[src/rtl/matrix_pkg.sv]
// matrix_pkg: shared types and sizes for the SPI frame-buffer loader.
package matrix_pkg;

    localparam int ADR_W           = 10;
    localparam int RGB_W           = 3;
    localparam int FRAME_PIXELS    = 1024;
    localparam int BYTES_PER_FRAME = 512;

    localparam logic [ADR_W-1:0] LAST_ADR = ADR_W'(FRAME_PIXELS - 1);

    typedef enum logic [2:0] {
        IDLE,
        RECV,
        WR_EVEN,
        WR_ODD,
        DONE
    } loader_state_t;

endpackage

[src/rtl/matrix_spi_loader_sync2.sv]
// sync2: two-flop synchronizer with asynchronous active-high reset.
module sync2 (
    input  logic clk,
    input  logic reset,
    input  logic i_d,
    output logic o_q
);

    logic r_meta;
    logic r_q;

    always_ff @(posedge clk or posedge reset) begin
        if (reset) begin
            r_meta <= 1'b0;
            r_q    <= 1'b0;
        end else begin
            r_meta <= i_d;
            r_q    <= r_meta;
        end
    end

    assign o_q = r_q;

endmodule

[src/rtl/matrix_spi_loader.sv]
// matrix_spi_loader: receives SPI bytes carrying two 3-bit pixels each and
// writes them sequentially into a 32x32 frame buffer.
module matrix_spi_loader
    import matrix_pkg::*;
(
    input  logic             clk,
    input  logic             reset,
    input  logic             sck,
    input  logic             sdi,
    input  logic             cs,
    output logic             we,
    output logic [ADR_W-1:0] adr_out,
    output logic [RGB_W-1:0] rgb_out,
    output logic             frame_done,
    output logic             overflow
);

    logic             w_sck;
    logic             w_sdi;
    logic             w_cs;
    logic             w_live;
    logic             w_sck_rise;
    logic             w_cs_rise;
    logic             w_cs_fall;
    logic             w_start;
    logic             r_sck_d;
    logic             r_cs_d;
    logic [1:0]       r_live;
    logic [7:0]       r_shift;
    logic [7:0]       r_byte;
    logic [2:0]       r_bitcnt;
    logic             r_byte_rdy;
    logic             r_full;
    logic             r_cs_pend;
    logic [ADR_W-1:0] r_pix;
    logic             r_we;
    logic [ADR_W-1:0] r_adr;
    logic [RGB_W-1:0] r_rgb;
    logic             r_done;
    logic             r_overflow;
    loader_state_t    r_state;

    sync2 u_sync_sck (.clk(clk), .reset(reset), .i_d(sck), .o_q(w_sck));
    sync2 u_sync_sdi (.clk(clk), .reset(reset), .i_d(sdi), .o_q(w_sdi));
    sync2 u_sync_cs  (.clk(clk), .reset(reset), .i_d(cs),  .o_q(w_cs));

    // Edges are masked until the synchronizers have refilled after reset, so a
    // line already high at release is not mistaken for a fresh rise.
    assign w_live     = &r_live;
    assign w_sck_rise = w_live & w_sck & ~r_sck_d;
    assign w_cs_rise  = w_live & w_cs & ~r_cs_d;
    assign w_cs_fall  = w_live & ~w_cs & r_cs_d;
    assign w_start    = (r_state == IDLE) & (w_cs_rise | r_cs_pend);

    always_ff @(posedge clk or posedge reset) begin
        if (reset) begin
            r_sck_d    <= 1'b0;
            r_cs_d     <= 1'b0;
            r_live     <= '0;
            r_shift    <= '0;
            r_byte     <= '0;
            r_bitcnt   <= '0;
            r_byte_rdy <= 1'b0;
        end else begin
            r_sck_d    <= w_sck;
            r_cs_d     <= w_cs;
            r_byte_rdy <= 1'b0;
            if (!w_live)
                r_live <= r_live + 2'd1;
            if (w_start || w_cs_fall)
                r_bitcnt <= '0;
            else if (w_sck_rise && w_cs) begin
                r_shift  <= {r_shift[6:0], w_sdi};
                r_bitcnt <= r_bitcnt + 3'd1;
                if (r_bitcnt == 3'd7) begin
                    r_byte     <= {r_shift[6:0], w_sdi};
                    r_byte_rdy <= 1'b1;
                end
            end
        end
    end

    always_ff @(posedge clk or posedge reset) begin
        if (reset) begin
            r_state    <= IDLE;
            r_pix      <= '0;
            r_full     <= 1'b0;
            r_cs_pend  <= 1'b0;
            r_we       <= 1'b0;
            r_adr      <= '0;
            r_rgb      <= '0;
            r_done     <= 1'b0;
            r_overflow <= 1'b0;
        end else begin
            // A rise seen outside IDLE is remembered until IDLE can act on it.
            r_cs_pend <= (r_state != IDLE) && !w_cs_fall && (r_cs_pend || w_cs_rise);
            if (r_byte_rdy && r_full)
                r_overflow <= 1'b1;
            case (r_state)
                IDLE: begin
                    if (w_start) begin
                        r_state    <= RECV;
                        r_pix      <= '0;
                        r_full     <= 1'b0;
                        r_overflow <= 1'b0;
                    end
                end
                RECV: begin
                    if (!w_cs)
                        r_state <= IDLE;
                    else if (r_byte_rdy) begin
                        r_state <= WR_EVEN;
                        r_we    <= 1'b1;
                        r_adr   <= r_pix;
                        r_rgb   <= r_byte[6:4];
                        r_pix   <= r_pix + ADR_W'(1);
                    end
                end
                WR_EVEN: begin
                    r_state <= WR_ODD;
                    r_adr   <= r_pix;
                    r_rgb   <= r_byte[2:0];
                    r_pix   <= r_pix + ADR_W'(1);
                end
                WR_ODD: begin
                    r_we <= 1'b0;
                    if (r_adr == LAST_ADR) begin
                        r_state <= DONE;
                        r_full  <= 1'b1;
                        r_done  <= 1'b1;
                    end else
                        r_state <= (!w_cs || r_cs_pend) ? IDLE : RECV;
                end
                DONE: begin
                    r_done  <= 1'b0;
                    r_state <= IDLE;
                end
                default: r_state <= IDLE;
            endcase
        end
    end

    assign we         = r_we;
    assign adr_out    = r_adr;
    assign rgb_out    = r_rgb;
    assign frame_done = r_done;
    assign overflow   = r_overflow;

endmodule
[config.mk]
export PLATFORM = sky130hd
export DESIGN_NAME = matrix_spi_loader
export DESIGN_NICKNAME = d
export VERILOG_FILES = /design/src/rtl/matrix_pkg.sv /design/src/rtl/matrix_spi_loader_sync2.sv /design/src/rtl/matrix_spi_loader.sv
export SDC_FILE = /design/constraint.sdc
export NUM_CORES = 1
export LEC_CHECK = 0
export ABC_AREA = 1
export CELL_PAD_IN_SITES_DETAIL_PLACEMENT = 1
export CELL_PAD_IN_SITES_GLOBAL_PLACEMENT = 1
export CORE_AREA = 2 2 88 107
export CTS_BUF_LIST = sky130_fd_sc_hd__clkbuf_4 sky130_fd_sc_hd__clkbuf_8 sky130_fd_sc_hd__clkbuf_16
export DETAILED_ROUTE_END_ITERATION = 12
export DIE_AREA = 0 0 90 109
export PLACE_DENSITY_LB_ADDON = 0.1
export SYNTH_ARGS = -nofsm -noshare
export SYNTH_HDL_FRONTEND = slang
export SYNTH_SLANG_ARGS = --single-unit
[constraint.sdc]
create_clock -name clk -period 1.8 [get_ports clk]
set_input_delay 0.36 -clock clk [delete_from_list [all_inputs] [get_ports clk]]
set_output_delay 0.36 -clock clk [all_outputs]
set_load 0.02 [all_outputs]
== Word level (Yosys, flattened, before mapping) ==
Index checks and enable logic that the tools add are counted.

* Register bits: 58
* Bits in latches: 0
* Bits in writable memories: 0
* Bits in read-only memories: 0
* Bits of input ports: 5
* Logic and storage cells: 105
* Memories: 0

* Add/sub/neg operators: 3
* Multiply operators: 0
* Div/mod/pow operators: 0
* Magnitude comparators: 0
* Eq/ne operators: 11
* Shift operators: 0
* Multiplexer cells: 31
* Bitwise operators: 12
* Reductions and logical operators: 26

{| class="wikitable"
|+ Operators with widths
! operator !! number
|-
| 10-bit 2-to-1 mux || 5
|-
| 10-bit one-hot mux with 3 select lines || 1
|-
| 3-bit 2-to-1 mux || 8
|-
| 10-bit one-hot mux with 2 select lines || 1
|-
| 3-bit one-hot mux with 4 select lines || 1
|-
| 3-bit AND reduction || 4
|-
| 1-bit 2-to-1 mux || 11
|-
| 10-bit by 1-bit adder with 10-bit output, second input constant || 1
|-
| 10-bit equality test, second input constant || 1
|-
| 2-bit nonzero test || 5
|-
| 2-bit AND reduction || 4
|-
| 1-bit AND || 7
|-
| 3-bit by 2-bit equality test with 1-bit output, second input constant || 2
|-
| 3-bit equality test, second input constant || 2
|-
| 2-bit inequality test, second input constant || 3
|-
| 1-bit one-hot mux with 2 select lines || 3
|-
| 3-bit one-hot mux with 2 select lines || 1
|-
| 3-bit nonzero test || 2
|-
| 1-bit logical AND || 4
|-
| 1-bit inverter || 4
|-
| 4-bit AND reduction || 1
|-
| 3-bit by 1-bit adder with 3-bit output, second input constant || 1
|-
| 3-bit by 1-bit equality test with 1-bit output, second input constant || 1
|-
| 3-bit logical NOT || 1
|-
| 6 further kinds || 9
|}

== Logic depth before layout (Yosys ltp) ==
Gate-level depths: netlist of the first run.

* Depth in word-level cells: 8
* Mapped depth: 10
* Gate-level depth less buffers: 10

== Cells and area by module ==
From an unflattened synthesis of the first run, not the netlist that was laid out.

* Cell total of the unflattened synthesis: 284
* Area total of the unflattened synthesis: 2567.5 um2

{| class="wikitable"
|+ By module, submodules not included
! module !! instances !! cells an instance !! area an instance (um2) !! sequential area each (um2)
|-
| matrix_spi_loader || 1 || 275 || 2406.1 || 1276.2
|-
| sync2 || 3 || 3 || 53.8 || 50.0
|}

== Worst setup path after synthesis of the first run ==
OpenSTA, ideal clock, no wires.

* Path kind: reg-to-reg
* Start point: register r_live[0]
* End point: register r_pix[0]
* Arrival time: 1.279 ns
* Required time: 1.677 ns
* Path slack: 0.398 ns
* Cell stages (with the launch flop): 10
* Period minus slack after synthesis: 1.402 ns
* Cells stage by stage: dfrtp_1 -> ha_1 -> nand2_2 -> o21bai_4 -> inv_2 -> nand2_2 -> nand3_4 -> buf_6 -> nand2_1 -> o21ai_2

* Cells in the longest elaborated chain, start to end: 7

{| class="wikitable"
|+ Ends and longest elaborated chain
! element !! RTL line !! source
|-
| from (decl) || matrix_spi_loader.sv:28 || <nowiki>logic [1:0] r_live;</nowiki>
|-
| from (signal assigned) || matrix_spi_loader.sv:69 || <nowiki>r_live <= r_live + 2'd1;</nowiki>
|-
| 2-bit AND reduction || matrix_spi_loader.sv:49 || <nowiki>assign w_live = &r_live;</nowiki>
|-
| 1-bit AND (2 in series) || matrix_spi_loader.sv:51 || <nowiki>assign w_cs_rise = w_live & w_cs & ~r_cs_d;</nowiki>
|-
| 1-bit bitwise OR || matrix_spi_loader.sv:53 || <nowiki>assign w_start = (r_state == IDLE) & (w_cs_rise | r_cs_pend);</nowiki>
|-
| 1-bit AND || matrix_spi_loader.sv:53 ||
|-
| 2-bit inequality test (no line) || -- ||
|-
| 4-bit AND reduction (no line) || -- ||
|-
| to (signal assigned) || matrix_spi_loader.sv:116 || <nowiki>r_pix <= r_pix + ADR_W'(1);</nowiki>
|-
| to (signal assigned) || matrix_spi_loader.sv:123 || <nowiki>r_pix <= r_pix + ADR_W'(1);</nowiki>
|-
| to (decl) || matrix_spi_loader.sv:35 || <nowiki>logic [ADR_W-1:0] r_pix;</nowiki>
|}

No other way between the ends.
A chain may end at the register's enable or synchronous reset.

== Final worst setup path of the first run ==
* Start point: register r_adr[0], in the netlist adr_out[0]
* End point: output port adr_out[0]

{| class="wikitable"
|+ RTL lines
! element !! RTL line !! source
|-
| from (decl) || matrix_spi_loader.sv:37 || <nowiki>logic [ADR_W-1:0] r_adr;</nowiki>
|-
| from (signal assigned) || matrix_spi_loader.sv:114 || <nowiki>r_adr <= r_pix;</nowiki>
|-
| from (signal assigned) || matrix_spi_loader.sv:121 || <nowiki>r_adr <= r_pix;</nowiki>
|-
| to (decl) || matrix_spi_loader.sv:12 || <nowiki>output logic [ADR_W-1:0] adr_out,</nowiki>
|}

No word-level cell between the ends.

==> results of run 1 <==
==> path summary, 6_finish.rpt <==
check                      slack [ps]  depth (start not counted)                 endpoint                       start
max in group asynchronous        1110                          3   adr_out[3]$_DFFE_PP0P_                       reset
hold / removal                    350                          0  u_sync_cs.o_q$_DFF_PP0_  u_sync_cs.r_meta$_DFF_PP0_
setup reg to reg                  250                          8     r_pix[1]$_DFFE_PP0P_      r_state[1]$_DFFE_PP0P_
hold reg to reg                   350                          0  u_sync_cs.o_q$_DFF_PP0_  u_sync_cs.r_meta$_DFF_PP0_
setup / recovery                  100                          1               adr_out[0]      adr_out[0]$_DFFE_PP0P_
min in group asynchronous         390                          3    r_byte[4]$_DFFE_PP0P_                       reset
==> cells by family (layout without fill, tap and decap cells) <==
| kind of cell | count (synthesis) | after routing | share of synthesized area (%) |
|---|---|---|---|
| and+or+nand+nor | 158 | 158 | 27.75 |
| DFF | 57 | 57 | 55.69 |
| buffers and inverters | 31 | 64 | 5.618 |
| AOI/OAI and AO/OA | 24 | 24 | 6.009 |
| adders and majority gates | 4 | 4 | 1.954 |
| xor gates and xnor gates | 4 | 4 | 1.368 |
| muxes | 4 | 4 | 1.612 |
==> layout by cell type (no fill, tap or decap), drive strengths merged <==
cell type,netlist,final
clkdlybuf4s50,0,20
nor2,24,24
buf,3,1
ha,4,4
nor3,2,2
mux2,1,1
nand4,3,3
a21oi,3,3
nand2,117,117
nand3,12,12
clkbuf,0,11
mux2i,3,3
o31ai,1,1
clkinv,1,5
xor2,3,3
dfrtp,57,57
o21bai,1,1
o21ai,18,18
inv,27,27
xnor2,1,1
o21a,1,1
==> power by group <==
part	total, mW	leakage, nW	switching, mW	internal, mW
clock network	1.04	0.0921	0.502	0.535
registers	1.63	0.751	0.177	1.45
logic	0.971	0.667	0.653	0.318
==> through the flow <==
stage / hold slack [ps] / instances
floorplan: 331.2 / 282
global placement: 332.7 / 420
detailed placement: 335.8 / 420
CTS: 351.5 / 435
global route: 361.7 / 435
finish: 347.0 / 435
==> state kept, by name, summed over array words and instances, names as in the netlist, 2 cells and up <==
register  count
r_shift       6
r_pix        10
r_byte        6
adr_out      10
r_live        2
rgb_out       3
r_bitcnt      3
r_state       3
==> cells in the mapped netlist <==
cell and instances:
nand2_1 109, nand3_4 1, nand2_4 2, nand4_1 3
o21ai_1 8, o21ai_0 6, ha_1 4, inv_1 20
xnor2_1 1, nand3_2 1, clkinv_1 1, dfrtp_1 57
o21bai_4 1, buf_6 3, a21oi_1 3, o31ai_1 1
mux2i_1 3, nor2_8 2, nor3_1 2, o21ai_2 4
mux2_2 1, inv_2 5, xor2_1 3, nor2_1 19
o21a_1 1, nor2_4 1, nand2_2 6, nor2_2 2
nand3_1 10, inv_4 2
==> routing by layer <==
| metal | vias up | track usage [%] | wire length (µm) |
|---|---|---|---|
| li1 | 934 | - | - |
| met1 | 912 | 13.55 | 2265 |
| met2 | 23 | 23.68 | 2932 |
| met3 | 6 | 3.455 | 170 |
| met4 | 0 | 5.604 | 82 |
| met5 | - | 0 | 0 |
==> worst reg2reg max path, stage by stage (launching register included) <==
cell     delay [ps]
dfrtp_1         470
inv_2           100
nand3_2          90
nor2_2          170
inv_2            90
nand2_4         240
inv_1           150
nand2_1          90
nand2_1          50
==> area by class of cell <==
type	instances	share of cell area, %
repair buffers	21	7.190
inverters	28	3.595
well taps	120	4.902
clock inverters	4	0.6536
multi-input cells	194	32.35
clock buffers	11	4.739
flip-flops and latches	57	46.57
==> impl_metrics.tcl, run 1 <==
set metrics [dict create \
    fp.dieArea_um2 9810 \
    ys_ff_latch 57 \
    hold_buffers 0 \
    cts_root_buf "clkbuf_8" \
    cap_violations 0 \
    globalplace.congestion 0.7117 \
    grt_usage_pct 12.72 \
    htree_levels 3 \
    stdcell_area_um2 3063 \
    fp.dieW_um 90 \
    insertedDiodeCount 0 \
    maxClockFrequency_ghz 0.5866 \
    grt_pass1_wl_um 9646 \
    postCtsSetupRepairBufs 0 \
    critPathSlowestCell "clkdlybuf4s50_1" \
    area_growth_pct 19.59 \
    ys_top_cells_by_area "dfrtp_1 (56%), nand2_1 (16%), inv_1 (2.9%)" \
    worstMarginPinSlew_ps 331.6 \
    grt_max_degree 58 \
    max-slew-margin-rel_pct 77.89 \
    drt.antenna.violating_nets 0 \
    wl_per_cell_um 12.53 \
    period_share_pct 94.71 \
    hold_viol_final 0 \
    std_cell_rows 38 \
    synth.avg_cell_area_um2 9.082 \
    worst_path_largest_cell_delay_ps 620 \
    cts-buffers-inserted 9 \
    power.total_mw 3.635 \
    arrival_ps 1340 \
    cts_buffer_depth 2 \
    synth_fp_nets 291 \
    syn-cell-area_um2 2561 \
    yosysTopAreaCell "dfrtp_1" \
    rsz0062_at_grt "false" \
    clkTransAtPathRegs_ps 70 \
    drt_wl_total_um 5451 \
    finalSetupViolations 0 \
    vias 1875 \
    pin_count 21 \
    crit_family "buffers and inverters" \
    overflow 0 \
    crit_type "flip-flop to primary output" \
    viasPerCell 4.310 \
    end_kind "primary output" \
    dp_slack_ps 238.3 \
    placed_area_um2 2898 \
    yosys.area.top_type_share_pct 55.69 \
    seq_area_frac_synth_pct 55.69 \
    clkLatencyLatePin_ps 330 \
    fin_crit_ps 1705 \
    slew_violations 0 \
    drc 0 \
    cp_num_buf_inv 1 \
    start_util_pct 28.96 \
    grt_antenna_before_repair 0 \
    fin_ws_ps 95.20 \
    hpwl_um 3931 \
    min_path_type "flip-flop to flip-flop" \
    finalSetupTns_ps 0 \
    synth_warnings 0 \
    multi_input_area_um2 991.0 \
    finish.utilization_pct 34.64 \
    worstPathRequired_ps 1440 \
    drt-initial-drc-count 59 \
    port_buffers 20 \
    clock-sinks 57 \
    final_nets 320 \
    cp_max_fo 3 \
    status "complete, no violations" \
    leakage_nw 1.510 \
    coreArea_um2 8843 \
    clock_skew_ps 10.71 \
    synth_cell_types 30 \
    drive_gt1_share_pct 14.29 \
    cts_tree "built" \
    cp_cell_sequence "clkdlybuf4s50_1" \
    n_fill_cell 1055 \
    final-seq-area_um2 1426 \
    drtPass1Iterations 4 \
    power_per_cell_area_nw_per_um2 1187 \
    cts-resized-gates 0 \
    die_h_um 109 \
    startpoint_type "flip-flop" \
    grt_pass1_vias 2044 \
    synth_cells 282 \
    vdd_drop_max_mv 0.4907 \
]
(Power assumes the default switching activity.)
==> inputs of run 2 (changes only) <==
--- a/config.mk
+++ b/config.mk
@@ -8,10 +8,10 @@
 export ABC_AREA = 1
 export CELL_PAD_IN_SITES_DETAIL_PLACEMENT = 1
 export CELL_PAD_IN_SITES_GLOBAL_PLACEMENT = 1
-export CORE_AREA = 2 2 88 107
+export CORE_AREA = 2 2 77 93
 export CTS_BUF_LIST = sky130_fd_sc_hd__clkbuf_4 sky130_fd_sc_hd__clkbuf_8 sky130_fd_sc_hd__clkbuf_16
 export DETAILED_ROUTE_END_ITERATION = 12
-export DIE_AREA = 0 0 90 109
+export DIE_AREA = 0 0 79 95
 export PLACE_DENSITY_LB_ADDON = 0.1
 export SYNTH_ARGS = -nofsm -noshare
 export SYNTH_HDL_FRONTEND = slang
==> run 2 against run 1 <==
Critical path depth did not move. Sequential share of layout area fell by 0.58 points. Clock skew fell by 3.6 ps. Fmax rose by 1.3%. Power rose by 8.9%. Clock-buffer cell count fell by 1. Non-clock buffer count rose by 2. Final area rose by 1.3%. Routed wire length fell by 2.9%. Die area fell by 23%. Worst setup slack improved by 22 ps. Global-route usage rose by 3.9 points. Largest cell class unchanged.
==> impl_metrics.tcl, run 2 (synthesis gave the netlist of run 1 again) <==
set metrics [dict create \
    maxClockFrequency_ghz 0.5944 \
    fin_crit_ps 1682 \
    startpoint_type "flip-flop" \
    final_cell_mix "nand2_1 (109), dfrtp_1 (57), clkdlybuf4s50_1 (20), inv_1 (19), nor2_1 (19)" \
    finalSetupTns_ps 0 \
    rsz0062_at_grt "false" \
    period_share_pct 93.47 \
    cp_num_buf_inv 1 \
    cp_cell_sequence "clkdlybuf4s50_1" \
    overflow 0 \
    min_path_type "flip-flop to flip-flop" \
    leakage_nw 1.538 \
    final_nets 322 \
    arrival_ps 1320 \
    grt_pass1_wl_um 9390 \
    stdcell_area_um2 3102 \
    crit_family "buffers and inverters" \
    final_cells 404 \
    power_per_cell_area_nw_per_um2 1276 \
    worstPathRequired_ps 1440 \
    clkTransAtPathRegs_ps 60 \
    globalplace.congestion 0.7767 \
    pin_count 21 \
    grt_max_degree 38 \
    area_growth_pct 21.10 \
    clock-sinks 57 \
    hold_buffers 0 \
    slew_violations 0 \
    clock_skew_ps 7.087 \
    drtPass1Iterations 4 \
    finish.utilization_pct 46.37 \
    drc 0 \
    grt_usage_pct 16.58 \
    cts-resized-gates 0 \
    drive_gt1_share_pct 14.83 \
    max-slew-margin-rel_pct 81.79 \
    start_util_pct 38.29 \
    fp.dieArea_um2 7505 \
    clkLatencyLatePin_ps 330 \
    dp_slack_ps 274.1 \
    drt_wl_total_um 5293 \
    crit_type "flip-flop to primary output" \
    vdd_drop_max_mv 0.5453 \
    viasPerCell 4.649 \
    die_h_um 95 \
    hpwl_um 3970 \
    cts_tree "built" \
    finalSetupViolations 0 \
    port_buffers 20 \
    end_kind "primary output" \
    drt.antenna.violating_nets 0 \
    power.total_mw 3.957 \
    insertedDiodeCount 0 \
    drt-initial-drc-count 40 \
    coreArea_um2 6689 \
    std_cell_rows 33 \
    fp.dieW_um 79 \
    critPathSlowestCell "clkdlybuf4s50_1" \
    vias 1878 \
    postCtsSetupRepairBufs 0 \
    cap_violations 0 \
    htree_levels 3 \
    cts_root_buf "clkbuf_8" \
    cts-buffers-inserted 9 \
    hold_viol_final 0 \
    whs_ps 351.2 \
    placed_cells 389 \
    status "complete, no violations" \
    worstMarginPinSlew_ps 273.1 \
    n_fill_cell 800 \
    final_common_cell "nand2_1" \
    grt_pass1_vias 2001 \
    worst_path_largest_cell_delay_ps 620 \
    fin_ws_ps 117.5 \
    wl_per_cell_um 13.10 \
    cts_buffer_depth 2 \
    placed_area_um2 2884 \
    grt_antenna_before_repair 0 \
    cp_max_fo 3 \
]
==> run 2: changes by cell type in the layout (fill, tap and decap cells not counted), sizes merged <==
cell,before,now
clkinv,5,2
buf,1,3
bufinv,0,2
clkinvlp,0,2
clkbuf,11,10
==> run 2: final cells by class <==
class | instances | area, µm² | area share [%]
inverters | 28 | 110.1 | 3.550
well taps | 87 | 108.9 | 3.509
clock inverters | 5 | 80.08 | 2.582
clock buffers | 10 | 137.6 | 4.437
multi-input cells | 194 | 991.0 | 31.95
flip-flops and latches | 57 | 1426 | 45.99
repair buffers | 23 | 247.7 | 7.987
==> run 2: final timing paths <==
path / depth (start not counted) / start / end / slack, ps
max: 1 / adr_out[4]$_DFFE_PP0P_ / adr_out[4] / 120
min: 0 / u_sync_sdi.r_meta$_DFF_PP0_ / u_sync_sdi.o_q$_DFF_PP0_ / 350
max reg2reg: 9 / r_live[0]$_DFFE_PP0P_ / r_pix[5]$_DFFE_PP0P_ / 270
min reg2reg: 0 / u_sync_sdi.r_meta$_DFF_PP0_ / u_sync_sdi.o_q$_DFF_PP0_ / 350
max in group asynchronous: 3 / reset / adr_out[3]$_DFFE_PP0P_ / 1150
min in group asynchronous: 3 / reset / r_shift[3]$_DFFE_PP0P_ / 390
==> run 2: power by group <==
| part | total (mW) | switching, mW | internal (mW) |
|---|---|---|---|
| sequential | 1.63 | 0.177 | 1.45 |
| clock | 1.31 | 0.504 | 0.806 |
| combinational | 1.02 | 0.659 | 0.360 |
==> run 2: routing by layer <==
layer	wire (µm)	share of wire [%]	track usage [%]	vias to the layer above
met4	95	1.8	8.621	0
met3	117	2.2	3.728	7
met1	2248	42	18.65	911
li1	-	-	-	937
met5	0	0	0	-
met2	2830	53	29.24	23
